File: src/rtl/fm_period_decoder.sv
// Receive-side FM PWM decoder: recovers per-frame duty samples, tracks mid-scale
// crossings with hysteresis and reports the sine period in frames.
module fm_period_decoder #(
  parameter int unsigned MAX_COUNT    = 128,
  parameter int unsigned HYST         = 8,
  parameter int unsigned PERIOD_WIDTH = 16
) (
  input  logic                          clk,
  input  logic                          reset,
  input  logic                          enable,
  input  logic                          pwm_in,
  output logic [$clog2(MAX_COUNT):0]    sample,
  output logic                          sample_valid,
  output logic [PERIOD_WIDTH-1:0]       period,
  output logic                          period_valid,
  output logic                          overflow
);

  localparam int unsigned CW = $clog2(MAX_COUNT);
  localparam logic [CW-1:0] FRAME_LAST = '1;
  localparam logic [CW:0] HI_TH = (CW+1)'(MAX_COUNT / 2 + HYST);
  localparam logic [CW:0] LO_TH = (CW+1)'(MAX_COUNT / 2 - HYST);
  localparam logic [PERIOD_WIDTH-1:0] PMAX = '1;

  typedef enum logic [1:0] {S_IDLE, S_LOW, S_HIGH} state_t;

  logic                    pwm_meta, pwm_s;
  logic [CW-1:0]           frame_cnt;
  logic [CW:0]             acc;
  logic [CW:0]             sample_q;
  logic                    sample_valid_q;
  state_t                  state, state_next;
  logic                    rise;
  logic                    armed;
  logic [PERIOD_WIDTH-1:0] frames_since;
  logic [PERIOD_WIDTH-1:0] period_q;
  logic                    overflow_q;
  logic                    period_valid_q;

  // Only LOW->HIGH is a rising crossing; IDLE->HIGH merely establishes the level.
  always_comb begin
    state_next = state;
    rise       = 1'b0;
    if (sample_valid_q) begin
      case (state)
        S_IDLE: begin
          if (sample_q >= HI_TH)      state_next = S_HIGH;
          else if (sample_q <= LO_TH) state_next = S_LOW;
        end
        S_LOW: begin
          if (sample_q >= HI_TH) begin
            state_next = S_HIGH;
            rise       = 1'b1;
          end
        end
        S_HIGH: begin
          if (sample_q <= LO_TH) state_next = S_LOW;
        end
        default: state_next = S_IDLE;
      endcase
    end
  end

  always_ff @(posedge clk) begin
    if (reset) begin
      pwm_meta       <= 1'b0;
      pwm_s          <= 1'b0;
      frame_cnt      <= '0;
      acc            <= '0;
      sample_q       <= '0;
      sample_valid_q <= 1'b0;
      state          <= S_IDLE;
      armed          <= 1'b0;
      frames_since   <= '0;
      period_q       <= '0;
      overflow_q     <= 1'b0;
      period_valid_q <= 1'b0;
    end else if (enable) begin
      pwm_meta  <= pwm_in;
      pwm_s     <= pwm_meta;
      frame_cnt <= frame_cnt + CW'(1);
      if (frame_cnt == FRAME_LAST) begin
        sample_q       <= acc + (CW+1)'(pwm_s);
        sample_valid_q <= 1'b1;
        acc            <= '0;
      end else begin
        acc            <= acc + (CW+1)'(pwm_s);
        sample_valid_q <= 1'b0;
      end
      state          <= state_next;
      period_valid_q <= 1'b0;
      if (sample_valid_q) begin
        if (rise) begin
          frames_since <= '0;
          armed        <= 1'b1;
          if (armed) begin
            period_q       <= (frames_since == PMAX) ? PMAX : frames_since + PERIOD_WIDTH'(1);
            overflow_q     <= (frames_since == PMAX);
            period_valid_q <= 1'b1;
          end
        end else if (frames_since != PMAX) begin
          frames_since <= frames_since + PERIOD_WIDTH'(1);
        end
      end
    end
  end

  // Pulses are held while disabled and appear on the next enabled cycle.
  assign sample       = sample_q;
  assign sample_valid = sample_valid_q & enable;
  assign period       = period_q;
  assign period_valid = period_valid_q & enable;
  assign overflow     = overflow_q;

endmodule

File: config.mk
export PLATFORM = sky130hd
export DESIGN_NAME = fm_period_decoder
export DESIGN_NICKNAME = d
export VERILOG_FILES = /design/src/rtl/fm_period_decoder.sv
export SDC_FILE = /design/constraint.sdc
export NUM_CORES = 1
export LEC_CHECK = 0
export CAP_MARGIN = 5
export CELL_PAD_IN_SITES_DETAIL_PLACEMENT = 0
export CELL_PAD_IN_SITES_GLOBAL_PLACEMENT = 2
export CORE_MARGIN = 1
export CORE_UTILIZATION = 37
export DETAILED_ROUTE_END_ITERATION = 16
export PLACE_DENSITY = 0.9
export REMOVE_ABC_BUFFERS = 1
export SYNTH_ARGS = -nofsm -noshare
export SYNTH_HDL_FRONTEND = slang
export SYNTH_SLANG_ARGS = --single-unit
export TNS_END_PERCENT = 20
File: constraint.sdc
create_clock -name clk -period 4.9 [get_ports clk]
set_input_delay 0.98 -clock clk [delete_from_list [all_inputs] [get_ports clk]]
set_output_delay 0.98 -clock clk [all_outputs]
set_load 0.005 [all_outputs]
Word-level counts from Yosys, hierarchy flattened:

Index checks and enable logic that the tools add are counted.
Widths: inputs -> output; s select.

* add/subtract/negate cells: 3
* multipliers: 0
* divide/modulo/power cells: 0
* magnitude comparators: 2
* equal/unequal tests: 6
* shifts and indexed selects: 0
* muxes and demuxes: 15
* bitwise gates (word level): 2
* reduce and logical (&&, ||, !) cells: 7

Operator list (number)
* $mux 16: 3
* $add 16x1->16 const B: 1
* $eq 16x16->1 const B: 1
* $ne 16x16->1 const B: 1
* $reduce_and 3->1: 3
* $add 8x1->8: 1
* $ge 8x7->1 const B: 1
* $le 8x6->1 const B: 1
* $mux 8: 1
* $add 7x1->7 const B: 1
* $eq 7x7->1 const B: 1
* $mux 1: 7
* $mux 2: 3
* $pmux 2 s3: 1
* $reduce_and 4->1: 1
* $and 1x1->1: 2
* $eq 2x1->1 const B: 1
* $eq 2x2->1 const B: 1
* $logic_not 2->1: 1
* $ne 2x2->1 const B: 1
* $reduce_and 2->1: 1
* $reduce_bool 2->1: 1

* bits in registers: 63
* latch bits: 0
* memory bits (writable): 0
* ROM bits: 0
* bits of input ports: 4
* output and inout port bits: 27
* word-level logic and storage cells: 47
* memories: 0

Longest topological paths before layout:

Gate-level depths: netlist of the first run.

* depth in word-level cells: 6
* mapped depth: 7
* depth with buffers taken out: 6

Worst setup path before layout of the first run:

No wires, ideal clock.

* path kind: input -> output
* start point: input enable
* end point: output sample_valid
* data arrival time: 1737 ps
* required time: 3920 ps
* slack: 2183 ps
* stages: 4
* path buffers: 2
* path through: clkbuf_1 > nand2_1 > inv_1 > clkbuf_1

* longest elaborated chain between the ends: 1

RTL lines
* from (decl): RTL line 10 `input logic enable,`
* $and 1x1->1: RTL line 110 `assign sample_valid = sample_valid_q & enable;`
* to (decl): RTL line 13 `output logic sample_valid,`

No other way between the ends.

Final worst setup path of the first run:

Ends and elaborated chain as after synthesis.

==> results of run 1 <==
## worst min-delay path: stages (launching register included)
cell	delay (ns)
dfxtp_1	0.31
nand2b_1	0.06
a21oi_1	0.05
## report_power, final
group          switching (uW)  internal, uW  total, uW  leakage [uW]
sequential               3.42           516        519      0.000508
combinational            22.8          11.1       33.9      0.000542
clock                     190           234        423     0.0000946
total                     216           761        977       0.00114
## stage by stage
stage	util	setup WS, ns
5_1_grt	0.455	0.890
3_5_place_dp	0.432	1.05
2_1_floorplan	-	1.64
4_1_cts	0.455	1.03
6_report	0.455	1.04
3_3_place_gp	0.432	1.08
## routing by layer
| layer | up-vias | track usage | routed length, um |
|---|---|---|---|
| li1 | 1339 | - | - |
| met1 | 1271 | 0.227 | 3410 |
| met2 | 49 | 0.288 | 3340 |
| met3 | 10 | 0.0452 | 231 |
| met4 | 0 | 0.0573 | 102 |
| met5 | - | 0 | 0 |
## cells in the final DEF (no fill, tap or decap), drive strengths merged, types with 2 or more instances in the layout
cell type	count
inv	8
mux2i	7
a21oi	24
nand3	23
a211oi	5
o311ai	4
or4	2
nor4	6
and3	5
nor3	8
a31oi	12
o32ai	5
xnor2	14
dfxtp	63
o21a	3
ha	4
or3	3
o221ai	6
buf	4
xor2	8
nand4	12
nand2	23
o21ai	22
a22oi	4
clkdlybuf4s50	30
nand2b	9
and4	2
a311oi	2
clkbuf	14
nor2	31
## cells by family (layout without fill, tap and decap cells)
family | Yosys count | after routing
mux | 7 | 7
simple gates | 128 | 128
xor+xnor | 22 | 22
compound gates | 95 | 95
fa+ha+maj | 4 | 4
flops | 63 | 63
buf+inv | 35 | 57
## area by class of cell
class | instances | area, um2 | area share
inverters | 9 | 33.8 | 0.00951
repair buffers | 34 | 330 | 0.0930
well taps | 102 | 128 | 0.0359
multi-input cells | 256 | 1620 | 0.455
clock buffers | 14 | 183 | 0.0514
flip-flops and latches | 63 | 1260 | 0.355
## sequential cells by signal, summed over array words and instances, names as in the netlist
signal and cells:
sample 8, period_valid_q 1, overflow 1, sample_valid_q 1
frames_since 16, frame_cnt 7, armed 1, acc 8
pwm_s 1, pwm_meta 1, state 2, period 16
## worst max-delay path by stage
stage / start / end / slack, ns / cells after the start
global placement: enable / sample_valid / 1.08 / 4
finish: enable / sample_valid / 1.04 / 4
detailed placement: enable / sample_valid / 1.05 / 4
floorplan: enable / period[14] / 1.64 / 4
CTS: enable / sample_valid / 1.03 / 4
global route: enable / sample_valid / 0.89 / 4
==> results.yml, run 1 <==
worst_hold_path:
  whs_endpoint: "period[6]"
  hp-start: "period[6]"
  hold_path_class: "reg2reg"
  whs_path_depth: 2
die:
  floorplan.rows: 32
  initial_core_util: 0.387
  die_area_mm2: 0.00852
  core_area_mm2: 0.00781
  pin_count: 31
  die_height_um: 92.3
  die-width_um: 92.3
yosys:
  synth.largest_area_cell: "dfxtp_1"
  post_synth_xor_area_fraction: 0.0638
  asyncSetResetFlopFracSynth: 0
  synth-seq-area-share: 0.418
  dominantRegCellSynth: "dfxtp_1"
  synth_top_cell_area_share: 0.418
  ys_top_cells_by_count: "dfxtp_1 (63), nor2_1 (31), a21oi_1 (24)"
  synth-compound-area-share: 0.206
  seq_cells_post_synth: 63
  netlist_top_cells_area: "dfxtp_1 (42%), xnor2_1 (4.1%), a21oi_1 (4.0%), nor2_1 (3.9%), nand3_1 (3.6%)"
  synth_top_family_by_area: "simple AND/OR/NAND/NOR gates"
  yosys.cell_count.top_type: "dfxtp_1"
  synth-adder-area-share: 0.0166
  synthMuxAreaShare: 0.0232
  synth_edf_count: 0
  synth_cell_type_count: 51
  synth.avg_cell_area_um2: 8.53
  syn_area_mm2: 0.00302
  yosys_warning_total: 0
  synth_instances: 354
  simple_gate_portion_of_the_synthesized_area: 0.225
clock_network:
  cts_made_buffers: 9
  worst_setup_hold_path_clk_slew_ns: 0.07
  cts.repair.resized: 0
  clock_insertion_delay_worst_skew_ns: 0.33
  clock_sinks: 63
  cts.htree.levels: 3
  cts.hold.buffers_added: 0
  max-clock-path-buffers: 2
  clock_root_buffer: "clkbuf_8"
  cts_tree: "done"
  postCtsSetupRepairBufs: 0
place:
  placement.cell_area_mm2: 0.00337
  finalWeightedCongestion: 0.754
  dp_hpwl_mm: 4.52
  placed_cells_incl_taps: 464
  buffer_ports.inserted: 30
layout:
  finalNonFillerCells: 478
  layout-area-overhead-vs-synth_pct: 17.7
  design.final.nets: 381
  diodes: 0
  fin_area_mm2: 0.00355
  final_layout_size_suffix_gt1_frac: 0.0745
  fillers: 801
power_and_ir_drop:
  power.density_mw_per_mm2: 275
  power.static_leakage_uw: 0.00114
  design_power_total_uw: 977
  vdd_ir_drop_max_v: 0.000186
timing:
  timing_worst_slew_pin_value_ns: 0.994
  summed_negative_setup_slack_over_all_endpoints_ns: 0
  final-setup-viol-count: 0
  fmax_ghz: 0.259
  number_of_hold_violations_in_the_final_report: 0
  unrepaired_setup_endpoints_after_global_routing: "no"
  hold_ws_ns: 0.473
  maxSlewViolCount: 0
  period_needed_ns: 3.86
  maxSlewHeadroom: 0.333
  part_of_the_cycle_the_worst_path_needs: 0.789
  final.setup_skew_ns: 0.00617
drt:
  vias: 2669
  dr.first_iter.drc_count: 151
  antenna_viol_nets_final: 0
  detail_routed_net_length_per_standard_cell_um: 14.8
  drtPass1Iterations: 4
  routed_wl_mm: 7.08
  post-route-drc-count: 0
  detailed_route_vias_per_instance: 5.58
global_route:
  first_pass_grt_wire_length_mm: 11.9
  maximum_number_of_pins_on_one_net_before_global_route_repair: 47
  globalRouteOverflowTotal: 0
  global_route.usage.total: 0.177
  grt_pass1_vias: 2470
  antenna_violations_before_repair: 0
run_status:
  status: "finished clean"
critical_path:
  worst_r2r_startpoint: "frames_since[0]"
  timing.critical_path.slowest_stage_cell: "clkdlybuf4s50_1"
  required_ns: 3.92
  timing.critical_path.slowest_cell_delay_ns: 0.58
  cp_top_family: "buffers and inverters"
  crit_path_cell_trace: "clkdlybuf4s50_1 > nand2_1 > inv_1 > clkdlybuf4s50_1"
  critPathMostFrequentCell: "clkdlybuf4s50_1"
  endpoint_kind: "output port"
  reg2reg_setup_slack_ns: 2.74
  number_of_buffers_and_inverters_on_the_critical_path: 3
  critPathArrivalTime_ns: 2.88
  timing.rr.end: "frames_since[3]"
  worstSetupPathType: "in2out"
  critical_path_peak_fanout: 18
  timing.critical_path.from_type: "input pin"
  worst-r2r-cell-count: 5
flow_run:
  maxCapViolations: 0
No activity file was read; power rests on OpenSTA's default activity.
==> run 2: changes to the inputs <==
- CORE_UTILIZATION: 37 -> 34
- PLACE_DENSITY: 0.9 -> 0.84
- clock period: 4.9 -> 3.7 ns (I/O delays scaled with it)
==> results.yml, run 2 (synthesis results as in run 1) <==
timing:
  maxSlewHeadroom: 0.536
  final-setup-viol-count: 0
  final.setup_skew_ns: 0.00594
  part_of_the_cycle_the_worst_path_needs: 0.759
  number_of_hold_violations_in_the_final_report: 0
  unrepaired_setup_endpoints_after_global_routing: "no"
  maxSlewViolCount: 0
  summed_negative_setup_slack_over_all_endpoints_ns: 0
  period_needed_ns: 2.81
  timing_worst_slew_pin_value_ns: 0.694
  fmax_ghz: 0.356
clock_network:
  cts_made_buffers: 9
  clock_sinks: 63
  cts.hold.buffers_added: 0
  cts_tree: "done"
  cts.htree.levels: 3
  worst_setup_hold_path_clk_slew_ns: 0.06
  cts.repair.resized: 0
  clock_root_buffer: "clkbuf_8"
  clock_insertion_delay_worst_skew_ns: 0.34
  postCtsSetupRepairBufs: 0
  max-clock-path-buffers: 2
critical_path:
  setup.worst_path.start: "enable"
  reg2reg_setup_slack_ns: 1.51
  endpoint_kind: "output port"
  timing.critical_path.from_type: "input pin"
  worstSetupPathType: "in2out"
  timing.rr.end: "frames_since[3]"
  worst-r2r-cell-count: 5
  required_ns: 2.96
  worst_r2r_startpoint: "frames_since[0]"
  critPathArrivalTime_ns: 2.07
  critical_path_peak_fanout: 4
global_route:
  first_pass_grt_wire_length_mm: 12.4
  globalRouteOverflowTotal: 0
  antenna_violations_before_repair: 0
  global_route.usage.total: 0.179
  grt_pass1_vias: 2488
  maximum_number_of_pins_on_one_net_before_global_route_repair: 47
drt:
  antenna_viol_nets_final: 0
  drtPass1Iterations: 4
  detail_routed_net_length_per_standard_cell_um: 15.1
  vias: 2656
  dr.first_iter.drc_count: 92
  detailed_route_vias_per_instance: 5.43
  routed_wl_mm: 7.40
  post-route-drc-count: 0
die:
  die-width_um: 96.2
  die_area_mm2: 0.00926
  core_area_mm2: 0.00868
  die_height_um: 96.2
  floorplan.rows: 34
  pin_count: 31
  initial_core_util: 0.348
layout:
  final_cell_mix: "dfxtp_1 (63), nor2_1 (31), clkdlybuf4s50_1 (30)"
  mostFrequentLayoutCell: "dfxtp_1"
  final_core_utilization: 0.413
  final-seq-area_mm2: 0.00126
  fillers: 912
  design.final.nets: 386
  final_layout_size_suffix_gt1_frac: 0.0840
  layout-area-overhead-vs-synth_pct: 18.8
  multi_input_area_mm2: 0.00163
  diodes: 0
worst_hold_path:
  hold_path_class: "reg2reg"
  whs_path_depth: 2
  hp-start: "period[6]"
  whs_endpoint: "period[6]"
place:
  buffer_ports.inserted: 30
  finalWeightedCongestion: 0.797
  dp_hpwl_mm: 4.87
run_status:
  status: "finished clean"
power_and_ir_drop:
  power.density_mw_per_mm2: 352
  power.static_leakage_uw: 0.00116
  vdd_ir_drop_max_v: 0.000188
flow_run:
  maxCapViolations: 0
run 2: cell count changes in the layout (fill, tap and decap cells not counted):
cell,change
a211oi_2,-1
buf_4,+5
clkbuf_1,+1
a211oi_4,+1
clkinv_2,+1
clkbuf_8,-2
run 2: stage by stage:
stage / instance area (um2) / worst slack (ns) / cells / total power (uW) / hold WS [ns]
global route: 3590 / 0.843 / 489 / 1320 / 0.500
finish: 3590 / 0.891 / 489 / 1260 / 0.472
global placement: 3420 / 0.910 / 475 / 751 / 0.459
CTS: 3590 / 0.901 / 489 / 1280 / 0.477
detailed placement: 3420 / 0.895 / 475 / 752 / 0.465
floorplan: 2910 / 0.682 / 328 / 724 / 0.441
run 2: worst max-delay path: stages:
cell,delay (ns)
clkdlybuf4s50_1,0.58
nand2_1,0.10
inv_1,0.13
clkdlybuf4s50_1,0.52
run 2: cell type report:
cell class	count	share of cell area
well taps	108	0.0377
clock inverters	1	0.00140
repair buffers	39	0.103
flip-flops and latches	63	0.352
inverters	9	0.00942
multi-input cells	256	0.453
clock buffers	13	0.0443
run 2: where the power goes:
group | leakage [uW] | internal [uW] | switching [uW] | total [uW]
clock | 0.0000854 | 272 | 254 | 526
combinational | 0.000568 | 16.2 | 31.9 | 48.2
sequential | 0.000508 | 683 | 4.65 | 688
total | 0.00116 | 971 | 291 | 1260
run 2: how the worst max path moves through the flow:
stage | slack (ns) | to | cells past startpoint
6_report | 0.89 | sample_valid | 4
5_1_grt | 0.84 | sample_valid | 4
4_1_cts | 0.90 | sample_valid | 4
3_5_place_dp | 0.90 | period[9] | 8
3_3_place_gp | 0.91 | sample_valid | 4
2_1_floorplan | 0.68 | period[14] | 4
run 2: metal layers:
metal  wire length (um)  part of all wire  vias to the layer above  global-route usage
li1                   -                 -                     1353                   -
met4                 79             0.011                        0              0.0535
met2               3460              0.47                       58               0.294
met1               3580              0.48                     1236               0.224
met5                  0                 0                        -                   0
met3                278             0.038                        9              0.0545
==> run 3: changes to the inputs <==
- CORE_UTILIZATION: 34 -> 31
- PLACE_DENSITY: 0.84 -> 0.81
- clock period: 3.7 -> 2.5 ns (I/O delays scaled with it)
==> results.yml, run 3 (synthesis results as in run 1) <==
global_route:
  maximum_number_of_pins_on_one_net_before_global_route_repair: 23
  globalRouteOverflowTotal: 0
  global_route.usage.total: 0.166
  grt_pass1_vias: 2624
  antenna_violations_before_repair: 0
  first_pass_grt_wire_length_mm: 13.0
drt:
  vias: 2719
  detailed_route_vias_per_instance: 5.23
  post-route-drc-count: 0
  routed_wl_mm: 7.61
  antenna_viol_nets_final: 0
  dr.first_iter.drc_count: 109
  detail_routed_net_length_per_standard_cell_um: 14.6
  drtPass1Iterations: 4
die:
  die_height_um: 101
  die_area_mm2: 0.0101
  die-width_um: 101
  core_area_mm2: 0.00933
  pin_count: 31
  floorplan.rows: 35
  initial_core_util: 0.324
power_and_ir_drop:
  vdd_ir_drop_max_v: 0.000258
  power.density_mw_per_mm2: 507
  power.static_leakage_uw: 0.00121
timing:
  number_of_hold_violations_in_the_final_report: 0
  maxSlewHeadroom: 0.635
  final.setup_skew_ns: 0.00705
  summed_negative_setup_slack_over_all_endpoints_ns: 0
  maxSlewViolCount: 0
  fmax_ghz: 0.434
  final-setup-viol-count: 0
  worst_slack_ns: 0.195
  period_needed_ns: 2.30
  unrepaired_setup_endpoints_after_global_routing: "no"
  timing_worst_slew_pin_value_ns: 0.543
  part_of_the_cycle_the_worst_path_needs: 0.922
critical_path:
  critPathArrivalTime_ns: 1.80
  crit_path_cell_trace: "clkdlybuf4s50_1 > nand2_1 > inv_1 > clkdlybuf4s50_1"
  critical_path_peak_fanout: 5
  required_ns: 2.00
  cp_top_family: "buffers and inverters"
  setup.worst_path.start: "enable"
  worst_r2r_startpoint: "frames_since[4]"
  number_of_buffers_and_inverters_on_the_critical_path: 3
  worstSetupPathType: "in2out"
  critPathMostFrequentCell: "clkdlybuf4s50_1"
  endpoint_kind: "output port"
  timing.critical_path.slowest_cell_delay_ns: 0.58
  timing.critical_path.from_type: "input pin"
  timing.critical_path.slowest_stage_cell: "clkdlybuf4s50_1"
clock_network:
  clock_insertion_delay_worst_skew_ns: 0.33
  cts.htree.levels: 3
  max-clock-path-buffers: 2
  cts.hold.buffers_added: 0
  postCtsSetupRepairBufs: 0
  worst_setup_hold_path_clk_slew_ns: 0.06
  cts_tree: "done"
  cts.repair.resized: 0
  clock_root_buffer: "clkbuf_8"
  clock_sinks: 63
  cts_made_buffers: 9
place:
  finalWeightedCongestion: 0.801
  placement.cell_area_mm2: 0.00352
  dp_hpwl_mm: 5.33
  dp_slack_ns: 0.191
  buffer_ports.inserted: 30
flow_run:
  maxCapViolations: 0
layout:
  layout-area-overhead-vs-synth_pct: 22.2
  multi_input_area_mm2: 0.00163
  final_layout_size_suffix_gt1_frac: 0.107
  final-seq-area_mm2: 0.00126
  final_cell_mix: "dfxtp_1 (63), nor2_1 (31), clkdlybuf4s50_1 (30)"
  fillers: 948
  diodes: 0
  fin_area_mm2: 0.00369
  design.final.nets: 396
  mostFrequentLayoutCell: "dfxtp_1"
worst_hold_path:
  hp-start: "armed"
  hold_path_class: "reg2reg"
run_status:
  status: "finished clean"
[run 3: cell count changes in the layout (fill, tap and decap cells not counted), sizes merged]
cell,before,now
buf,9,19
[run 3: layout make-up]
type / instances / share of cell area
inverter: 9 / 0.00916
clock buffer: 13 / 0.0431
timing repair buffer: 49 / 0.120
clock inverter: 1 / 0.00136
multi-input combinational: 256 / 0.441
sequential: 63 / 0.342
tap: 129 / 0.0438
[run 3: path summary, 6_finish.rpt]
| kind | end | slack [ns] | cells after the start |
|---|---|---|---|
| worst min-delay path | armed | 0.47 | 1 |
| worst min register to register | armed | 0.47 | 1 |
| worst max-delay path | sample_valid | 0.20 | 4 |
| worst max register to register | frames_since[13] | 0.54 | 4 |
[run 3: metal layers]
metal	wire length, um	vias up	share of wire	track usage
met1	3600	1286	0.47	0.207
met3	308	7	0.040	0.0423
met2	3650	56	0.48	0.280
met5	0	-	0	0
li1	-	1370	-	-
met4	48	0	0.0063	0.0502
[run 3: power breakdown]
part / internal (uW) / total [uW] / leakage, uW / switching (uW)
sequential: 1010 / 1020 / 0.000508 / 7.26
clock: 403 / 776 / 0.0000854 / 373
combinational: 29.0 / 76.3 / 0.000615 / 47.2
[run 3: through the flow]
step	power, uW	cells	hold WS [ns]	util
2_1_floorplan	1070	328	0.441	-
3_3_place_gp	1120	506	0.457	0.378
3_5_place_dp	1120	506	0.458	0.378
4_1_cts	1900	520	0.475	0.395
5_1_grt	1960	520	0.496	0.395
6_report	1870	520	0.471	0.395
